===== config.mk =====
export PLATFORM = sky130hd
export DESIGN_NAME = irq_ctrl
export DESIGN_NICKNAME = d
export VERILOG_FILES = /design/src/rtl/irq_ctrl.sv
export SDC_FILE = /design/constraint.sdc
export NUM_CORES = 1
export LEC_CHECK = 0
export BUFFER_PORTS_ARGS = -buffer_cell sky130_fd_sc_hd__buf_2
export CAP_MARGIN = 20
export CORE_UTILIZATION = 40
export DETAILED_ROUTE_END_ITERATION = 6
export GPL_TIMING_DRIVEN = 0
export HOLD_SLACK_MARGIN = 0.05
export PLACE_DENSITY = 0.68
export SKIP_LAST_GASP = 1
export SYNTH_ARGS = -nofsm -noshare
export SYNTH_HDL_FRONTEND = slang
export SYNTH_SLANG_ARGS = --single-unit

===== constraint.sdc =====
create_clock -name clk -period 2 [get_ports clk]
set_input_delay 0.1 -clock clk [delete_from_list [all_inputs] [get_ports clk]]
set_output_delay 0.1 -clock clk [all_outputs]
set_load 0.05 [all_outputs]

===== src/rtl/irq_ctrl.sv =====
// Interrupt controller: sw/timer/external sources, local-bus registers, and a
// request/acknowledge/done handshake to a core without nesting.
module irq_ctrl #(
  parameter int unsigned XLEN = 32,
  parameter int unsigned NEXT = 8
) (
  input  logic            clk,
  input  logic            rst,
  input  logic            int_timer,
  input  logic            int_sw,
  input  logic [NEXT-1:0] int_ext,
  input  logic            sel,
  input  logic [15:0]     addr,
  input  logic [3:0]      we,
  input  logic [XLEN-1:0] wdata,
  output logic [XLEN-1:0] rdata,
  output logic            irq_req,
  output logic [4:0]      irq_cause,
  input  logic            irq_ack,
  input  logic            irq_done
);

  localparam int unsigned EXT_LSB = 8;
  localparam logic [XLEN-1:0] EXT_FIELD = XLEN'(((64'd1 << NEXT) - 64'd1) << EXT_LSB);
  localparam logic [XLEN-1:0] IE_MASK   = EXT_FIELD | XLEN'(3);
  localparam logic [4:0] CAUSE_SW    = 5'd3;
  localparam logic [4:0] CAUSE_TIMER = 5'd7;
  localparam logic [4:0] CAUSE_EXT   = 5'd16;

  typedef enum logic [1:0] {S_IDLE, S_REQ, S_SERVICE} state_t;

  state_t          state_q, state_d;
  logic [XLEN-1:0] ie_q;
  logic [NEXT-1:0] pend_q, ext_prev_q;
  logic [4:0]      cause_reg_q;
  logic            gie_q;

  logic            bus_hit, wr_en, rd_en;
  logic [XLEN-1:0] wmask, wbits, rd_val;
  logic [NEXT-1:0] rise, ext_elig, w1c, ack_clr;
  logic [7:0]      ext_elig8, ack_clr8;
  logic            elig_sw, elig_tim, src_elig, ack_fire;
  logic            cand_valid;
  logic [4:0]      cand_cause;
  logic            irq_req_d;
  logic [4:0]      irq_cause_d;
  logic            unused_addr_lsb;

  assign unused_addr_lsb = ^addr[1:0];

  // Bus decode; byte lanes expanded into a bit mask
  assign bus_hit = sel && (addr[15:4] == 12'd0);
  assign wr_en   = bus_hit && (we != 4'd0);
  assign rd_en   = bus_hit && (we == 4'd0);
  assign wmask   = {{8{we[3]}}, {8{we[2]}}, {8{we[1]}}, {8{we[0]}}};
  assign wbits   = wdata & wmask;
  assign w1c     = (wr_en && addr[3:2] == 2'd1) ? wbits[EXT_LSB +: NEXT] : '0;

  // A same-cycle edge counts as pending so it competes with level sources at once
  assign rise      = int_ext & ~ext_prev_q;
  assign ext_elig  = (pend_q | rise) & ie_q[EXT_LSB +: NEXT];
  assign ext_elig8 = 8'(ext_elig);
  assign elig_sw   = int_sw & ie_q[0];
  assign elig_tim  = int_timer & ie_q[1];

  assign ack_fire = (state_q == S_REQ) && irq_ack;
  assign ack_clr8 = {7'd0, ack_fire & irq_cause[4]} << irq_cause[2:0];
  assign ack_clr  = ack_clr8[NEXT-1:0];

  // Priority pick: later assignments win, so lowest ext index ends up on top
  always_comb begin
    cand_valid = 1'b0;
    cand_cause = '0;
    if (elig_tim) begin
      cand_valid = 1'b1;
      cand_cause = CAUSE_TIMER;
    end
    if (elig_sw) begin
      cand_valid = 1'b1;
      cand_cause = CAUSE_SW;
    end
    for (int i = int'(NEXT) - 1; i >= 0; i--) begin
      if (ext_elig[i]) begin
        cand_valid = 1'b1;
        cand_cause = CAUSE_EXT + 5'(i);
      end
    end
  end

  // Whether the source latched in irq_cause is still eligible
  always_comb begin
    src_elig = 1'b0;
    case (irq_cause)
      CAUSE_SW:    src_elig = elig_sw;
      CAUSE_TIMER: src_elig = elig_tim;
      default:     src_elig = irq_cause[4] && ext_elig8[irq_cause[2:0]];
    endcase
  end

  always_ff @(posedge clk) begin
    if (rst) state_q <= S_IDLE;
    else     state_q <= state_d;
  end

  always_comb begin
    state_d = state_q;
    case (state_q)
      S_IDLE:    if (gie_q && cand_valid) state_d = S_REQ;
      S_REQ: begin
        if (irq_ack)                    state_d = S_SERVICE;
        else if (!gie_q || !src_elig)   state_d = S_IDLE;
      end
      S_SERVICE: if (irq_done) state_d = S_IDLE;
      default:   state_d = S_IDLE;
    endcase
  end

  // Cause is captured on entry to REQ and held; zero outside REQ
  always_comb begin
    irq_req_d   = 1'b0;
    irq_cause_d = '0;
    if (state_d == S_REQ) begin
      irq_req_d   = 1'b1;
      irq_cause_d = (state_q == S_IDLE) ? cand_cause : irq_cause;
    end
  end

  always_ff @(posedge clk) begin
    if (rst) begin
      irq_req   <= 1'b0;
      irq_cause <= '0;
    end else begin
      irq_req   <= irq_req_d;
      irq_cause <= irq_cause_d;
    end
  end

  always_comb begin
    rd_val = '0;
    case (addr[3:2])
      2'd0: rd_val = ie_q;
      2'd1: rd_val = (XLEN'(pend_q) << EXT_LSB) | XLEN'({int_timer, int_sw});
      2'd2: rd_val = XLEN'(cause_reg_q);
      2'd3: rd_val = XLEN'(gie_q);
      default: rd_val = '0;
    endcase
  end

  // Register file, sticky pending bits and read data
  always_ff @(posedge clk) begin
    if (rst) begin
      ie_q        <= '0;
      pend_q      <= '0;
      ext_prev_q  <= int_ext;
      cause_reg_q <= '0;
      gie_q       <= 1'b0;
      rdata       <= '0;
    end else begin
      ext_prev_q <= int_ext;
      pend_q     <= (pend_q & ~(w1c | ack_clr)) | rise;
      if (wr_en && addr[3:2] == 2'd0)
        ie_q <= ((ie_q & ~wmask) | wbits) & IE_MASK;
      if (wr_en && addr[3:2] == 2'd3 && we[0])
        gie_q <= wdata[0];
      if (ack_fire)
        cause_reg_q <= irq_cause;
      rdata <= rd_en ? rd_val : '0;
    end
  end

endmodule


==> impl_metrics.env, run 1 <==
export IMPL_cts_setup_buffers=0
export IMPL_clkLatencyLatePin_ps=310
export IMPL_fin_cells=432
export IMPL_coreArea_um2=5540
export IMPL_overflow=0
export IMPL_dp_hpwl_um=4080
export IMPL_finalSetupViolCount=0
export IMPL_cts_tree="yes"
export IMPL_area_growth_synth_to_final_pct=29.55
export IMPL_drive_gt1_share_pct=27.78
export IMPL_grt_pass1_vias=1871
export IMPL_cp_arrival_ps=2060
export IMPL_status="finished, final reports clean"
export IMPL_max_freq_mhz=533.3
export IMPL_grt_pass1_wl_um=8763
export IMPL_tns_ps=0
export IMPL_hold_class="in -> reg"
export IMPL_final_hold_violation_count=0
export IMPL_crit_path_end_kind="register"
export IMPL_rsz0062_at_grt="false"
export IMPL_relSlewSlack_pct=58.27
export IMPL_skew_ps=15.71
export IMPL_via_per_inst=4.750
export IMPL_final_setup_worst_slack_ps=124.9
export IMPL_whs_path_depth=3
export IMPL_gp_routability_congestion=0.8626
export IMPL_layout_commonest_cell="buf_2"
export IMPL_antenna_cells=0
export IMPL_syn_avg_cell_area_um2=8.758
export IMPL_place_ws_ps=224.3
export IMPL_gr_usage_all_layers_pct=18.52
export IMPL_cts_root_buf="clkbuf_8"
export IMPL_grt_antenna_before_repair=0
export IMPL_num_rows=27
export IMPL_cts_buffer_depth=2
export IMPL_drtAntennaViolNets=0
export IMPL_p_leak_nw=1.360
export IMPL_numCtsBuffers=5
export IMPL_wl_um=5401
export IMPL_die_h_um=77.89
export IMPL_wl_per_cell_um=12.50
export IMPL_initial_core_util_pct=41.58
export IMPL_numClockSinks=50
export IMPL_powerDensity_nw_per_um2=625.8
export IMPL_grt_max_degree=17
export IMPL_final_cell_mix="buf_2, dfxtp_1, nor2_1"
export IMPL_fin_crit_ps=1875
export IMPL_ys_seq_elements=50
export IMPL_required_ps=2190
export IMPL_drt_pass1_iter_count=4
export IMPL_die_area_um2=6066
export IMPL_portBuffers=57
export IMPL_irDropWorstVdd_mv=0.3903
export IMPL_drt_iter0_markers=79
export IMPL_die_width_um=77.89
export IMPL_num_nets_final=426
export IMPL_via_count=2052
export IMPL_htree_num_levels=2
export IMPL_crit_type="in -> reg"
export IMPL_tightest_slew_ps=622.6
export IMPL_cp_start_kind="primary input"
export IMPL_fin_crit_sh_pct=93.76
export IMPL_synthesis_area_um2=2303
export IMPL_syn_inst=263
export IMPL_slew_violations=0
export IMPL_ys_seq_area_share_pct=43.45
export IMPL_dp_cells=412
export IMPL_fin_area_um2=2984
export IMPL_dpl_instance_area_um2=2754
export IMPL_p_total_mw=1.867
export IMPL_yosysWarnings=0
export IMPL_ios=105
export IMPL_clk_pin_slew_worst_paths_ps=100
export IMPL_maxCapViolCount=0
export IMPL_crit_fanout=5
export IMPL_drc=0
export IMPL_yosysUniqueCellTypes=40
export IMPL_rr_worst_depth=5
==> cell usage after synthesis, drive strengths merged <==
| library cell | n | area, um2 |
|---|---|---|
| o21ba | 3 | 30.03 |
| or4 | 1 | 7.510 |
| conb | 1 | 3.750 |
| and3 | 2 | 12.51 |
| nand3 | 8 | 40.04 |
| nand4 | 6 | 43.79 |
| buf | 24 | 173.9 |
| or4b | 1 | 13.76 |
| or2 | 1 | 6.260 |
| nor4 | 1 | 12.51 |
| dfxtp | 50 | 1001 |
| mux2i | 20 | 200.2 |
| a41oi | 1 | 8.760 |
| nor3b | 2 | 15.01 |
| nor2b | 12 | 75.07 |
| nor4b | 2 | 23.77 |
| o2111ai | 3 | 26.28 |
| nand3b | 2 | 15.01 |
| a21boi | 1 | 7.510 |
| nand2 | 22 | 82.58 |
| inv | 2 | 7.510 |
| a21oi | 16 | 80.08 |
| nor2 | 33 | 123.9 |
| and2 | 5 | 31.28 |
| o211ai | 3 | 22.52 |
| clkbuf | 7 | 26.28 |
| a31oi | 2 | 12.51 |
| o21ai | 20 | 100.1 |
| o31ai | 4 | 30.03 |
| o22ai | 1 | 6.260 |
| nand2b | 2 | 12.51 |
| mux4 | 1 | 22.52 |
| and3b | 1 | 8.760 |
| nor3 | 3 | 20.02 |
==> logic make-up after synthesis <==
group	after synthesis	synth area share, %
AND/OR/NAND/NOR	104	23.63
AO/OA/AOI/OAI	54	14.07
flip-flops	50	43.45
buffers and inverters	33	9.017
multiplexers	21	9.669
other	1	0.1628
==> stage by stage <==
step / util, % / hold slack [ps]
4_1_cts: 53.50 / 50.54
3_5_place_dp: 49.71 / 214.8
6_report: 53.86 / 47.55
3_3_place_gp: 49.71 / 212.9
2_1_floorplan: - / 127.7
5_1_grt: 53.86 / 62.69
==> layer usage <==
layer | vias to the layer above | share of wire, % | track usage, %
met4 | 0 | 1.3 | 6.604
met3 | 6 | 4.4 | 4.235
met5 | - | 0 | 0
met1 | 927 | 48 | 23.69
met2 | 56 | 47 | 30.35
li1 | 1063 | - | -
==> where the power goes <==
part | leakage [nW] | total, mW | switching (mW) | internal, mW
clock | 0.0441 | 0.587 | 0.341 | 0.246
combinational | 0.908 | 0.254 | 0.153 | 0.101
sequential | 0.408 | 1.03 | 0.0117 | 1.01
==> timing repair <==
item	4_1_cts	5_1_grt
hold buffers	12	0
setup endpoints to repair	0	5
hold endpoints to repair	12	0
resized for setup	0	5
==> worst max-delay path, cell delays in order <==
cell	delay, ps
dlygate4sd3_1	530
buf_2	120
nor2b_1	150
o21ai_1	270
nand4_1	220
o31ai_2	320
nand3_1	190
a21boi_1	170
==> final timing paths <==
check                        end            from  slack, ps
setup / recovery    irq_cause[4]      int_ext[6]        120
setup reg to reg    irq_cause[4]    irq_cause[0]        300
hold / removal          register       wdata[11]         50
hold reg to reg   cause_reg_q[2]  cause_reg_q[2]        460
==> layout make-up <==
class,count,area [um2]
clock inverters,3,21.27
flip-flops and latches,50,1001
fillers,563,2556
well taps,72,90.09
multi-input cells,200,1190
plain buffers,31,200.2
inverters,2,7.507
repair buffers,69,405.4
clock buffers,5,68.82
Power figures use the tool's default switching activity.
==> run 2: changes to the inputs <==
--- a/config.mk
+++ b/config.mk
@@ -5,13 +5,14 @@
 export SDC_FILE = /design/constraint.sdc
 export NUM_CORES = 1
 export LEC_CHECK = 0
+export ABC_AREA = 1
 export BUFFER_PORTS_ARGS = -buffer_cell sky130_fd_sc_hd__buf_2
 export CAP_MARGIN = 20
 export CORE_UTILIZATION = 40
 export DETAILED_ROUTE_END_ITERATION = 6
 export GPL_TIMING_DRIVEN = 0
 export HOLD_SLACK_MARGIN = 0.05
-export PLACE_DENSITY = 0.68
+export PLACE_DENSITY = 0.67
 export SKIP_LAST_GASP = 1
 export SYNTH_ARGS = -nofsm -noshare
 export SYNTH_HDL_FRONTEND = slang
==> run 2 against run 1 <==
- utilization down 0.56 points
- critical path type is now reg -> reg
- total power up 5.5%
- count of clock-buffer cells in the layout up 2
- first-iteration DRC count up 130%
- highest routed layer unchanged
- largest power group unchanged
- sequential share of layout area down 2.0 points
- final cell count up 22%
==> impl_metrics.env, run 2 <==
export IMPL_status="finished, final reports clean"
export IMPL_p_total_mw=1.969
export IMPL_grt_pass1_vias=2312
export IMPL_clk_pin_slew_worst_paths_ps=90
export IMPL_portBuffers=58
export IMPL_p_leak_nw=1.533
export IMPL_drc=0
export IMPL_layout_commonest_cell="nand2_1"
export IMPL_yosysWarnings=0
export IMPL_final_core_util_pct=53.30
export IMPL_overflow=0
export IMPL_syn_inst=356
export IMPL_synth_edf_count=0
export IMPL_die_area_um2=6544
export IMPL_synth_flop_cell="dfxtp_1"
export IMPL_rr_worst_depth=7
export IMPL_grt_max_degree=16
export IMPL_area_growth_synth_to_final_pct=27.49
export IMPL_ys_seq_area_share_pct=40.20
export IMPL_numCtsBuffers=5
export IMPL_fillCellCount=651
export IMPL_ios=105
export IMPL_dp_hpwl_um=4745
export IMPL_crit_fanout=8
export IMPL_max_freq_mhz=642.1
export IMPL_num_nets_final=520
export IMPL_rsz0062_at_grt="false"
export IMPL_fin_area_um2=3174
export IMPL_drive_gt1_share_pct=23.35
export IMPL_cp_cell_sequence="nand3_1 > inv_1 > nand2_1 > inv_1 > nand4_1 > nand3_1 > a21oi_1"
export IMPL_yosys_cell_count_top_type="nand2_1"
export IMPL_finalSetupViolCount=0
export IMPL_powerDensity_nw_per_um2=620.4
export IMPL_multi_input_area_um2=1189
export IMPL_dpl_instance_area_um2=2949
export IMPL_maxCapViolCount=0
export IMPL_synthesis_area_um2=2490
export IMPL_tns_ps=0
export IMPL_whs_path_depth=3
export IMPL_skew_ps=9.813
export IMPL_gp_routability_congestion=0.9376
export IMPL_path_delay_family="simple AND/OR/NAND/NOR gates"
export IMPL_ys_seq_elements=50
export IMPL_cpPeakStageDelay_ps=400
export IMPL_tightest_slew_ps=610.0
export IMPL_grt_antenna_before_repair=0
export IMPL_final_cell_mix="nand2_1, buf_2, dfxtp_1"
export IMPL_clkLatencyLatePin_ps=310
export IMPL_cpMaxStageDelayCell="dfxtp_1"
export IMPL_coreArea_um2=5956
export IMPL_final_hold_violation_count=0
export IMPL_path_buf_inv=2
export IMPL_slew_violations=0
export IMPL_cts_tree="yes"
export IMPL_drtAntennaViolNets=0
export IMPL_wl_um=6450
export IMPL_drt_iter0_markers=179
export IMPL_gr_usage_all_layers_pct=20.80
export IMPL_initial_core_util_pct=41.81
export IMPL_synth_async_reset_ratio_pct=0
export IMPL_cts_setup_buffers=0
export IMPL_crit_path_end_kind="register"
export IMPL_irDropWorstVdd_mv=0.3077
export IMPL_syn_avg_cell_area_um2=6.994
export IMPL_path_depth=7
export IMPL_via_per_inst=4.819
export IMPL_required_ps=2170
export IMPL_synth_top_area_share_pct=40.20
export IMPL_fin_crit_ps=1557
export IMPL_seq_area_um2=1001
export IMPL_synth_area_leaders="dfxtp_1, nand2_1, buf_4, nor2_1, nand3_1"
export IMPL_die_width_um=80.90
export IMPL_wl_per_cell_um=12.19
export IMPL_via_count=2549
export IMPL_cts_buffer_depth=2
export IMPL_relSlewSlack_pct=59.34
export IMPL_htree_num_levels=2
export IMPL_cp_arrival_ps=1720
export IMPL_crit_type="reg -> reg"
export IMPL_whs_ps=53.42
export IMPL_grt_pass1_wl_um=10370
export IMPL_cp_start_kind="register"
export IMPL_numClockSinks=50
export IMPL_num_rows=28
export IMPL_cts_root_buf="clkbuf_8"
export IMPL_drt_pass1_iter_count=4
export IMPL_synth_commonest_cells="nand2_1, dfxtp_1, nor2_1, inv_1, nand3_1"
export IMPL_die_h_um=80.90
export IMPL_yosysTopAreaCell="dfxtp_1"
export IMPL_yosysUniqueCellTypes=32
export IMPL_antenna_cells=0
export IMPL_fin_crit_sh_pct=77.87
export IMPL_hold_class="in -> reg"
[run 2: cell types whose count changed after synthesis, sizes merged, moves of 5 or more]
cell   previous run  this run
o21ai            20        15
a21oi            16        25
nor2             33        47
nor2b            12         0
mux2i            20         0
nand4             6        17
and2              5         0
nand2            22        76
inv               2        44
nand3             8        34
[run 2: layout make-up]
cell class                      count  share of cell area, %
Clock buffer                        7                  3.035
Inverter                           45                  5.479
Clock inverter                      1                 0.2759
Tap cell                           75                  2.956
Multi-Input combinational cell    251                  37.45
Buffer                             30                  6.346
Timing Repair Buffer               70                  12.93
Sequential cell                    50                  31.53
[run 2: timing repair]
item / 4_1_cts / 5_1_grt
endpoints found under the hold margin: 13 / 0
hold buffers: 12 / 0
gates resized for setup: 0 / 0
[run 2: through the flow]
stage | instances | setup slack (ps)
4_1_cts | 529 | 445.2
3_5_place_dp | 509 | 360.0
2_1_floorplan | 376 | 304.5
6_report | 529 | 442.6
5_1_grt | 529 | 273.9
3_3_place_gp | 509 | 325.3
[run 2: layer usage]
layer,wire length (um),global-route usage (%),vias to the layer above
met2,3027,35.97,94
met5,0,0,-
met1,2892,25.89,1139
met4,92,6.607,0
li1,-,-,1309
met3,438,3.933,7
[run 2: power by group]
| part | leakage [nW] | internal [mW] | switching, mW |
|---|---|---|---|
| Clock | 0.0544 | 0.317 | 0.343 |
| Combinational | 1.07 | 0.101 | 0.182 |
| Sequential | 0.408 | 1.01 | 0.0103 |
| Total | 1.53 | 1.43 | 0.536 |
[run 2: tightest hold or removal path, delay by kind of cell]
kind	cells	cell delay [ps]
buffers and inverters	1	80
AO/OA/AOI/OAI	1	70
AND/OR/NAND/NOR	1	80
[run 2: worst paths after layout]
path,from,end,slack [ps]
hold reg to reg,cause_reg_q[2],rdata[2],460
setup / recovery,state_q[0],pend_q[7],440
setup reg to reg,state_q[0],pend_q[7],440
hold / removal,wdata[0],register,50
[run 2: logic make-up after synthesis]
kind of cell           Yosys count  synth area share (%)
AO/OA/AOI/OAI                   48                 10.60
AND/OR/NAND/NOR                182                 33.97
flip-flops                      50                 40.20
other                            1                0.1506
buffers and inverters           75                 15.08
==> run 3: changes to the inputs <==
==> constraint.sdc (replaced) <==
create_clock -name clk -period 1.6 [get_ports clk]
set_input_delay 0.08 -clock clk [delete_from_list [all_inputs] [get_ports clk]]
set_output_delay 0.08 -clock clk [all_outputs]
set_load 0.05 [all_outputs]
==> run 3 against run 2 <==
- non-clock buffer count is 3 higher
- wire length shrank 0.87%
- critical path type is now in -> reg
- clock skew down 3.1 ps
- critical endpoint is now irq_cause[1]
- cell area increased by 2.3%
- utilization rose by 1.2 points
- largest cell class unchanged
==> impl_metrics.env, run 3 (synthesized netlist as in run 2, its figures left out) <==
export IMPL_status="finished, final reports clean"
export IMPL_grt_pass1_wl_um=10380
export IMPL_cts_tree="yes"
export IMPL_final_setup_worst_slack_ps=87.57
export IMPL_tns_ps=0
export IMPL_die_area_um2=6544
export IMPL_final_core_util_pct=54.52
export IMPL_p_total_mw=2.544
export IMPL_antenna_cells=0
export IMPL_powerDensity_nw_per_um2=783.6
export IMPL_numClockSinks=50
export IMPL_seq_area_um2=1006
export IMPL_initial_core_util_pct=41.81
export IMPL_ios=105
export IMPL_p_leak_nw=1.555
export IMPL_overflow=0
export IMPL_drt_iter0_markers=140
export IMPL_wl_per_cell_um=12.04
export IMPL_place_ws_ps=-56.93
export IMPL_numCtsBuffers=5
export IMPL_grt_antenna_before_repair=0
export IMPL_via_count=2538
export IMPL_gr_usage_all_layers_pct=20.71
export IMPL_drtAntennaViolNets=0
export IMPL_fin_crit_sh_pct=94.53
export IMPL_drt_pass1_iter_count=4
export IMPL_clkLatencyLatePin_ps=300
export IMPL_cts_root_buf="clkbuf_8"
export IMPL_drive_gt1_share_pct=25.00
export IMPL_drc=0
export IMPL_irDropWorstVdd_mv=0.4855
export IMPL_crit_path_end_kind="register"
export IMPL_final_cell_mix="nand2_1, buf_2, dfxtp_1"
export IMPL_gp_routability_congestion=0.9358
export IMPL_num_nets_final=523
export IMPL_cp_arrival_ps=1700
export IMPL_fin_area_um2=3247
export IMPL_maxCapViolCount=0
export IMPL_crit_type="in -> reg"
export IMPL_required_ps=1790
export IMPL_max_freq_mhz=661.2
export IMPL_via_per_inst=4.780
export IMPL_fillCellCount=667
export IMPL_portBuffers=58
export IMPL_wl_um=6394
export IMPL_die_h_um=80.90
export IMPL_tightest_slew_ps=658.1
export IMPL_clk_pin_slew_worst_paths_ps=90
export IMPL_slew_violations=0
export IMPL_finalSetupViolCount=0
export IMPL_layout_commonest_cell="nand2_1"
export IMPL_num_rows=28
export IMPL_grt_max_degree=15
export IMPL_crit_fanout=6
export IMPL_cts_buffer_depth=2
export IMPL_grt_pass1_vias=2277
export IMPL_htree_num_levels=2
export IMPL_final_hold_violation_count=0
export IMPL_whs_ps=50.76
export IMPL_relSlewSlack_pct=56.12
export IMPL_fin_crit_ps=1512
export IMPL_cp_start_kind="primary input"
export IMPL_fin_cells=531
export IMPL_coreArea_um2=5956
export IMPL_dp_cells=509
export IMPL_die_width_um=80.90
export IMPL_hold_class="in -> reg"
export IMPL_skew_ps=6.666
export IMPL_area_growth_synth_to_final_pct=30.40
export IMPL_multi_input_area_um2=1206
export IMPL_dpl_instance_area_um2=2950
export IMPL_dp_hpwl_um=4669
run 3: metal layers:
layer	vias up	GRT usage, %	routed length [um]
met3	8	4.494	343
met2	81	34.62	3053
li1	1320	-	-
met4	0	6.786	82
met1	1129	26.32	2914
met5	-	0	0
run 3: power breakdown:
group | total [mW] | switching (mW) | leakage (nW) | internal [mW]
clock network | 0.903 | 0.403 | 0.0573 | 0.501
logic | 0.361 | 0.230 | 1.09 | 0.132
registers | 1.28 | 0.0135 | 0.409 | 1.27
total | 2.54 | 0.646 | 1.55 | 1.90
run 3: worst paths after layout:
check / from / endpoint / slack [ps] / depth (start not counted)
worst min register to register: cause_reg_q[1] / cause_reg_q[1] / 460 / 2
worst max-delay path: int_ext[3] / irq_cause[1] / 90 / 10
worst min-delay path: wdata[1] / register / 50 / 3
worst max register to register: pend_q[7] / irq_cause[1] / 170 / 9
run 3: layout make-up:
type | instances | share of cell area (%)
Multi-Input combinational cell | 251 | 37.15
Sequential cell | 50 | 30.98
Timing Repair Buffer | 74 | 13.72
Buffer | 29 | 6.243
Inverter | 45 | 5.549
Tap cell | 75 | 2.890
Clock buffer | 6 | 2.543
Clock inverter | 1 | 0.9249
run 3: timing repair:
item / 4_1_cts / 5_1_grt
buffers inserted: 0 / 2
endpoints found under the setup margin: 0 / 14
hold buffers: 14 / 0
hold endpoints to repair: 15 / 0
resized for setup: 0 / 12
run 3: critical path, stage by stage:
cell	delay, ps
dlygate4sd3_1	530
buf_2	130
nand2_1	70
nand2_1	80
nand2_1	120
nand4_1	150
o31ai_2	260
nand2_1	90
nand2_2	130
nor2_1	50
